<file path="src/rtl/uart_pkg.sv">
// Shared UART definitions: default frame/oversampling constants, RX state
// encodings and a small majority-vote helper.
package uart_pkg;

  localparam int unsigned DEF_DATA_WIDTH = 8;
  localparam int unsigned DEF_OVERSAMPLE = 16;

  localparam logic [1:0] RX_IDLE  = 2'b00;
  localparam logic [1:0] RX_START = 2'b01;
  localparam logic [1:0] RX_DATA  = 2'b10;
  localparam logic [1:0] RX_STOP  = 2'b11;

  function automatic logic maj3(input logic a, input logic b, input logic c);
    return (a & b) | (a & c) | (b & c);
  endfunction

endpackage

</file>
<file path="src/rtl/uart_rx_sync.sv">
// Two-flop synchronizer for the async serial line plus a falling-edge
// detector on the synchronized value. All flops reset to the idle level (1).
module uart_rx_sync (
  input  logic clk,
  input  logic rst,
  input  logic rx_in,
  output logic rx_s,
  output logic fall
);

  logic meta;
  logic rx_d;

  always_ff @(posedge clk) begin
    if (rst) begin
      meta <= 1'b1;
      rx_s <= 1'b1;
      rx_d <= 1'b1;
    end else begin
      meta <= rx_in;
      rx_s <= meta;
      rx_d <= rx_s;
    end
  end

  assign fall = rx_d & ~rx_s;

endmodule

</file>
<file path="src/rtl/uart_receiver.sv">
// 8N1 UART receive stage with 16x oversampling, start-bit validation and
// stop-bit checking. Define UART_RX_MAJORITY_EN for 3-sample majority decisions.
module uart_receiver
  import uart_pkg::*;
#(
  parameter int unsigned DATA_WIDTH = DEF_DATA_WIDTH,
  parameter int unsigned OVERSAMPLE = DEF_OVERSAMPLE
) (
  input  logic                  clk,
  input  logic                  rst,
  input  logic                  rx_en,
  input  logic                  sample_tick,
  input  logic                  rx_in,
  output logic [DATA_WIDTH-1:0] data,
  output logic                  valid,
  output logic                  frame_err,
  output logic                  busy
);

  localparam int unsigned TW = $clog2(OVERSAMPLE);
  localparam int unsigned BW = $clog2(DATA_WIDTH + 1);
  localparam logic [TW-1:0] MID_TICK  = TW'(OVERSAMPLE / 2 - 1);
  localparam logic [TW-1:0] LAST_TICK = TW'(OVERSAMPLE - 1);
  localparam logic [BW-1:0] LAST_BIT  = BW'(DATA_WIDTH - 1);

  logic                  rx_s;
  logic                  fall;
  logic [1:0]            state;
  logic [TW-1:0]         tick_cnt;
  logic [BW-1:0]         bit_cnt;
  logic [DATA_WIDTH-1:0] shreg;
  logic                  bit_val;

  uart_rx_sync u_sync (
    .clk   (clk),
    .rst   (rst),
    .rx_in (rx_in),
    .rx_s  (rx_s),
    .fall  (fall)
  );

`ifdef UART_RX_MAJORITY_EN
  // History of the two previous tick samples; the vote includes the current one.
  logic s1, s2;

  always_ff @(posedge clk) begin
    if (rst) begin
      s1 <= 1'b1;
      s2 <= 1'b1;
    end else if (sample_tick) begin
      s1 <= rx_s;
      s2 <= s1;
    end
  end

  assign bit_val = maj3(rx_s, s1, s2);
`else
  assign bit_val = rx_s;
`endif

  assign busy = (state != RX_IDLE);

  always_ff @(posedge clk) begin
    if (rst) begin
      state     <= RX_IDLE;
      tick_cnt  <= '0;
      bit_cnt   <= '0;
      shreg     <= '0;
      data      <= '0;
      valid     <= 1'b0;
      frame_err <= 1'b0;
    end else begin
      valid     <= 1'b0;
      frame_err <= 1'b0;
      case (state)
        RX_IDLE: begin
          if (rx_en && fall) begin
            state    <= RX_START;
            tick_cnt <= '0;
          end
        end
        RX_START: begin
          if (sample_tick) begin
            if (tick_cnt == MID_TICK) begin
              if (bit_val) begin
                state <= RX_IDLE;
              end else begin
                state    <= RX_DATA;
                tick_cnt <= '0;
                bit_cnt  <= '0;
              end
            end else begin
              tick_cnt <= tick_cnt + TW'(1);
            end
          end
        end
        RX_DATA: begin
          if (sample_tick) begin
            tick_cnt <= tick_cnt + TW'(1);
            if (tick_cnt == LAST_TICK) begin
              shreg   <= {bit_val, shreg[DATA_WIDTH-1:1]};
              bit_cnt <= bit_cnt + BW'(1);
              if (bit_cnt == LAST_BIT) begin
                state <= RX_STOP;
              end
            end
          end
        end
        RX_STOP: begin
          if (sample_tick) begin
            tick_cnt <= tick_cnt + TW'(1);
            if (tick_cnt == LAST_TICK) begin
              state <= RX_IDLE;
              if (bit_val) begin
                data  <= shreg;
                valid <= 1'b1;
              end else begin
                frame_err <= 1'b1;
              end
            end
          end
        end
        default: state <= RX_IDLE;
      endcase
    end
  end

endmodule

</file>
<file path="config.mk">
export PLATFORM = sky130hd
export DESIGN_NAME = uart_receiver
export DESIGN_NICKNAME = d
export VERILOG_FILES = /design/src/rtl/uart_pkg.sv /design/src/rtl/uart_rx_sync.sv /design/src/rtl/uart_receiver.sv
export SDC_FILE = /design/constraint.sdc
export NUM_CORES = 1
export LEC_CHECK = 0
export BUFFER_PORTS_ARGS = -buffer_cell sky130_fd_sc_hd__buf_2
export CAP_MARGIN = 20
export CORE_ASPECT_RATIO = 0.75
export CORE_UTILIZATION = 25
export CTS_CLUSTER_DIAMETER = 50
export DETAILED_ROUTE_END_ITERATION = 6
export PLACE_DENSITY_LB_ADDON = 0.2
export SLEW_MARGIN = 30
export SYNTH_ARGS = -nofsm -noshare
export SYNTH_HDL_FRONTEND = slang
export SYNTH_HIERARCHICAL = 1
export SYNTH_SLANG_ARGS = --single-unit
</file>
<file path="constraint.sdc">
create_clock -name clk -period 1.7 [get_ports clk]
set_input_delay 0.34 -clock clk [delete_from_list [all_inputs] [get_ports clk]]
set_output_delay 0.34 -clock clk [all_outputs]
set_load 0.01 [all_outputs]
</file>
# Yosys cells after proc, flatten, opt, wreduce, memory -nomap -nowiden
# Index checks and enable logic that the tools add are counted.
# word_totals
in_bits	5
reg_bits	31
# classes
n_mux	23
n_reduce_logical	11
addsub	2
n_eq_ne	17
bitwise_logic	5
# ops
cell	count
4-bit 2-to-1 mux	9
2-bit 2-to-1 mux	9
2-bit != test, second input constant	9
4-bit one-hot mux with 3 select lines	1
4-bit by 1-bit adder with 4-bit output, second input constant	2
4-bit by 3-bit == test with 1-bit output, second input constant	2
2-bit one-hot mux with 4 select lines	1
4-bit one-hot mux with 2 select lines	1
4-bit AND reduction	2
8-bit AND reduction	1
6-bit AND reduction	1
2-bit == test, second input constant	2
4-bit == test, second input constant	1
1-bit inverter	4
2-bit nonzero test	2
4-bit OR reduction	1
3-bit != test, second input constant	1
3-bit AND reduction	1
2-bit by 1-bit == test with 1-bit output, second input constant	1
2-bit logical NOT	1
1-bit 2-to-1 mux	2
2-bit by 1-bit != test with 1-bit output, second input constant	1
2-bit OR reduction	1
1-bit bitwise AND	1
1-bit logical AND	1

# Depth between registers and ports, before layout
# logic_depth
word_depth	5
depth_mapped	5

# Hierarchy
# The synthesis kept the hierarchy.
# by_module_without_submodules
module	cells_per_inst	n_inst	area_each_um2
uart_receiver	131	1	1256.2
uart_rx_sync	7	1	85.1

# Worst setup path before layout
# Ideal clock, no wire load.
# synth_timing
path_type	register -> register
from	register tick_cnt[0]
to	register tick_cnt[2]
n_path_buf	0
path_slack_ns	0.123
required_ns	1.629
arrival_ns	1.507
stages_incl_launch_ff	6
setup_time_ns	0.071
path_cell_list	dfxtp_1 -> ha_1 -> nand2_1 -> or4_1 -> a31o_2 -> a21oi_1
# synth_between
elab_chain_cells	4
elab_cells_between_ends	8
classes_between	add/sub: 1; eq/ne: 2; mux: 4; reduce/logical: 1
# synth_lines
item	line	text
start: declaration	uart_receiver.sv:29	logic [TW-1:0] tick_cnt;
start signal: assignment	uart_receiver.sv:93	tick_cnt <= tick_cnt + TW'(1);
start signal: assignment	uart_receiver.sv:99	tick_cnt <= tick_cnt + TW'(1);
start signal: assignment	uart_receiver.sv:111	tick_cnt <= tick_cnt + TW'(1);
4-bit by 1-bit adder with 4-bit output or 4-bit by 3-bit == test with 1-bit output (tied branches)	--	
4-bit 2-to-1 mux	uart_receiver.sv:84	if (tick_cnt == MID_TICK) begin
4-bit 2-to-1 mux	uart_receiver.sv:83	if (sample_tick) begin
4-bit one-hot mux with 3 select lines	uart_receiver.sv:75	case (state)
# Several ways; a longest one is shown, not always the timed one. The select of a mux whose other input is x is not followed.
# A chain may end at the register's enable or synchronous reset.

==> results by group <==
Outcome
  – Outcome: finished, final reports clean

Synthesis
  – Synth cell types: 39
  – Ys async rst share: 0%
  – Seq cells post-synth: 31
  – Synthesized area per cell: 9.72 µm²
  – Synth top area share: 46.3%
  – YS warnings: 6
  – Top post-synthesis cells by area: dfxtp_1, mux2i_1, nor2_1, a21oi_1, buf_4
  – Largest area contributor in the netlist: dfxtp_1
  – Synth Cell Area: about 1300 µm²
  – Prevailing post-synth register cell: dfxtp_1
  – Gate Count Post-Synth: about 140
  – Syn_nets: 145
  – Post-synthesis sequential area ratio: 46.3%
  – Post-synth EDFFs: 0

Worst setup path
  – Data arrival time of the worst path: between 1 and 1.5 ns
  – CP max FO: 7
  – Worst Path Required: 1.36 ns
  – Worst r2r dst: tick_cnt[2]
  – Setup crit end kind: primary output
  – Crit start category: flip-flop
  – Worst r2r path cells: 5
  – R2r startpoint: tick_cnt[1]
  – R2r setup slk: approximately 0.090 ns
  – Crit path kind: flip-flop to primary output

Hold path
  – Hold Crit Depth: 2
  – WHS Endpoint: u_sync/meta
  – Worst Hold Class: primary input to flip-flop
  – Hold wc startpoint: rx_in

Global route
  – Global route overflow: 0
  – Largest net degree at the start of global routing: 17
  – Vias in the first global route: around 1,000
  – Total global-route track usage: a little over a tenth
  – Initial antenna violation count: 0
  – First-pass GRT wire length: around 4.5 mm

Clock tree
  – Post-CTS Setup Repair Bufs: 0
  – Htree depth: 2
  – Worst-Skew Late Latency: roughly 0.27 ns
  – Clock Path Buffers: 2
  – Clock Tree Root: clkbuf_8
  – Num CTS Buffers: 5
  – Clock net sink count: 31
  – CTS tree: yes
  – Clock slew seen by the registers of the worst setup and hold paths: around 0.06 ns

Detailed routing
  – Remaining DRCs: 0
  – Drt pass-1 iters: 4
  – Routed wire length: between 2 and 3 mm
  – DR top layer: met4
  – WL/cell: about 11 µm
  – DRT iter0 DRCs: between 40 and 50
  – Routed length on met1: between 1 and 1.5 mm
  – Antenna Nets Post-Route: 0
  – Vias per inst: around 4.4
  – Met3 wire length: between 30 and 40 µm
  – Vias: roughly 1,000
  – WL met2: roughly 1.2 mm

STA
  – Period utilization: a little over nine tenths
  – Max-slew violations: 0
  – # setup viols final: 0
  – Rel. slew slack: between 70% and 80%
  – Min cycle time layout: 1.63 ns
  – Max Fclk: between 600 and 700 MHz
  – Min Hold Slack: roughly 0.26 ns
  – Worst slew pin tran: ~0.43 ns
  – Setup TNS: 0 ns
  – Final hold vios: 0
  – Skew final: approximately 0.0044 ns

Pwr
  – Pwr Density: around 800 nW/µm²
  – Worst vdd ir: 0.437 mV
  – Combinational fraction of design power: 3.4%
  – Clk pwr share: 40.6%
  – Seq pwr share: between 50% and 60%
  – Psw: between 0.2 and 0.3 mW
  – Switching share of power: between 20% and 30%
  – Total Power: 1.31 mW
  – Int Power: 1.04 mW
  – P_leak: just under 0.7 nW

Placement
  – Dpl cells: about 230
  – Port bufs: 15
  – GP Congestion: around 0.8
  – HPWL Detailed: between 1.5 and 2 mm
  – Placed cell area: around 1500 µm²

Cells and area
  – Area growth syn-to-layout: 22.7%
  – Ratio of cells with drive above 1 in the final layout: 26.2%
  – Final cell count without fillers: between 200 and 250
  – # diodes: 0
  – Finished Cell Area: approximately 1600 µm²
  – Layout Nets: 170

Floorplanning
  – Die X: slightly below 90 µm
  – Initial Utilization: between 20% and 30%
  – Core ar.: 5040 µm²
  – # IOs: 16
  – Rows: 22
  – Area of the die: between 5000 and 6000 µm²
  – Die Y: ~65 µm

Run
  – Maxcap violations: 0
## registers in the layout (all words and copies together), names as in the netlist, named ones only
signal       cells
data             8
u_sync/meta      1
shreg            8
u_sync/rx_d      1
state            1
bit_cnt          4
valid            1
u_sync/rx_s      1
tick_cnt         4
frame_err        1
## layout make-up
type	instances	area [µm²]
clock inverters	1	5.00
clock buffers	7	76.3
repair buffers	24	155
inverters	5	18.8
multi-input cells	96	677
fillers	525	3390
well taps	72	90.1
flip-flops and latches	31	623
## power groups by stage
| stage | logic (mW) | registers (mW) | clock network [mW] |
|---|---|---|---|
| 3_3_place_gp | 0.0441 | 0.749 | 0 |
| 5_1_grt | 0.0493 | 0.734 | 0.600 |
| 2_1_floorplan | 0.0278 | 0.749 | 0 |
| 6_report | 0.0443 | 0.734 | 0.532 |
| 4_1_cts | 0.0445 | 0.733 | 0.552 |
| 3_5_place_dp | 0.0441 | 0.749 | 0 |
## repair_timing
action                                  in CTS  in global routing
hold endpoints to repair                     0                  0
hold buffers                                 0                  0
endpoints found under the setup margin       0                 10
gates resized for setup                      0                  4
## worst max-delay path by stage
stage / start / endpoint / slack, ns / cells past startpoint
6_report: flip-flop / busy / 0.07 / 3
5_1_grt: tick_cnt[1] / tick_cnt[0] / -0.004 / 5
4_1_cts: tick_cnt[1] / tick_cnt[2] / 0.01 / 5
3_5_place_dp: tick_cnt[0] / tick_cnt[2] / 0.04 / 5
3_3_place_gp: tick_cnt[0] / tick_cnt[2] / 0.08 / 5
2_1_floorplan: tick_cnt[0] / tick_cnt[2] / 0.12 / 5
## through the flow
| step | util, % | setup slack [ns] |
|---|---|---|
| after floorplan | - | 0.123 |
| after global placement | 30.8 | 0.0824 |
| after detailed placement | 30.8 | 0.0353 |
| after CTS | 32.4 | 0.0149 |
| after global routing | 32.7 | -0.00416 |
| final | 32.7 | 0.0700 |
## critical path, stage by stage, from the launching register on
cell and delay [ns]:
dfxtp_2 0.36, buf_4 0.16, or2_2 0.34, buf_2 0.15
## routing by layer
layer	GRT usage [%]	vias to the layer above
li1	-	534
met1	13.0	494
met2	15.9	9
met3	3.77	2
met4	5.00	0
met5	0	-
## synth_stat cells, types with 2 or more instances
| cell | count |
|---|---|
| a21oi_1 | 10 |
| o21ai_0 | 3 |
| mux2i_1 | 16 |
| clkbuf_1 | 2 |
| nor3_1 | 2 |
| nor2_1 | 20 |
| xnor2_1 | 3 |
| nand3_1 | 3 |
| nand2_1 | 4 |
| inv_1 | 5 |
| dfxtp_1 | 31 |
| buf_4 | 4 |
| ha_1 | 2 |
| nand4_1 | 4 |
| or2_1 | 3 |
| nand2b_1 | 3 |
## cells by family (layout without fill, tap and decap cells)
logic type               Yosys count  after routing  synth area share [%]
AO/OA/AOI/OAI                     22             22                  10.9
XOR/XNOR                           3              3                  1.96
adder cells (fa/ha/maj)            2              2                  1.87
buffers and inverters             11             37                  4.20
flip-flops                        31             31                  46.3
multiplexers                      17             17                  12.8
AND/OR/NAND/NOR                   52             52                  22.0
## cell usage in the layout, fill, tap and decap left out, types with 4 or more instances in the layout
master | netlist | layout
inv_1 | 5 | 5
dfxtp_1 | 31 | 29
nand4_1 | 4 | 4
mux2i_1 | 16 | 16
clkbuf_8 | 0 | 5
nor2_1 | 20 | 20
a21oi_1 | 10 | 10
nand2_1 | 4 | 4
buf_2 | 0 | 15
buf_4 | 4 | 8
(Power assumes the default switching activity.)
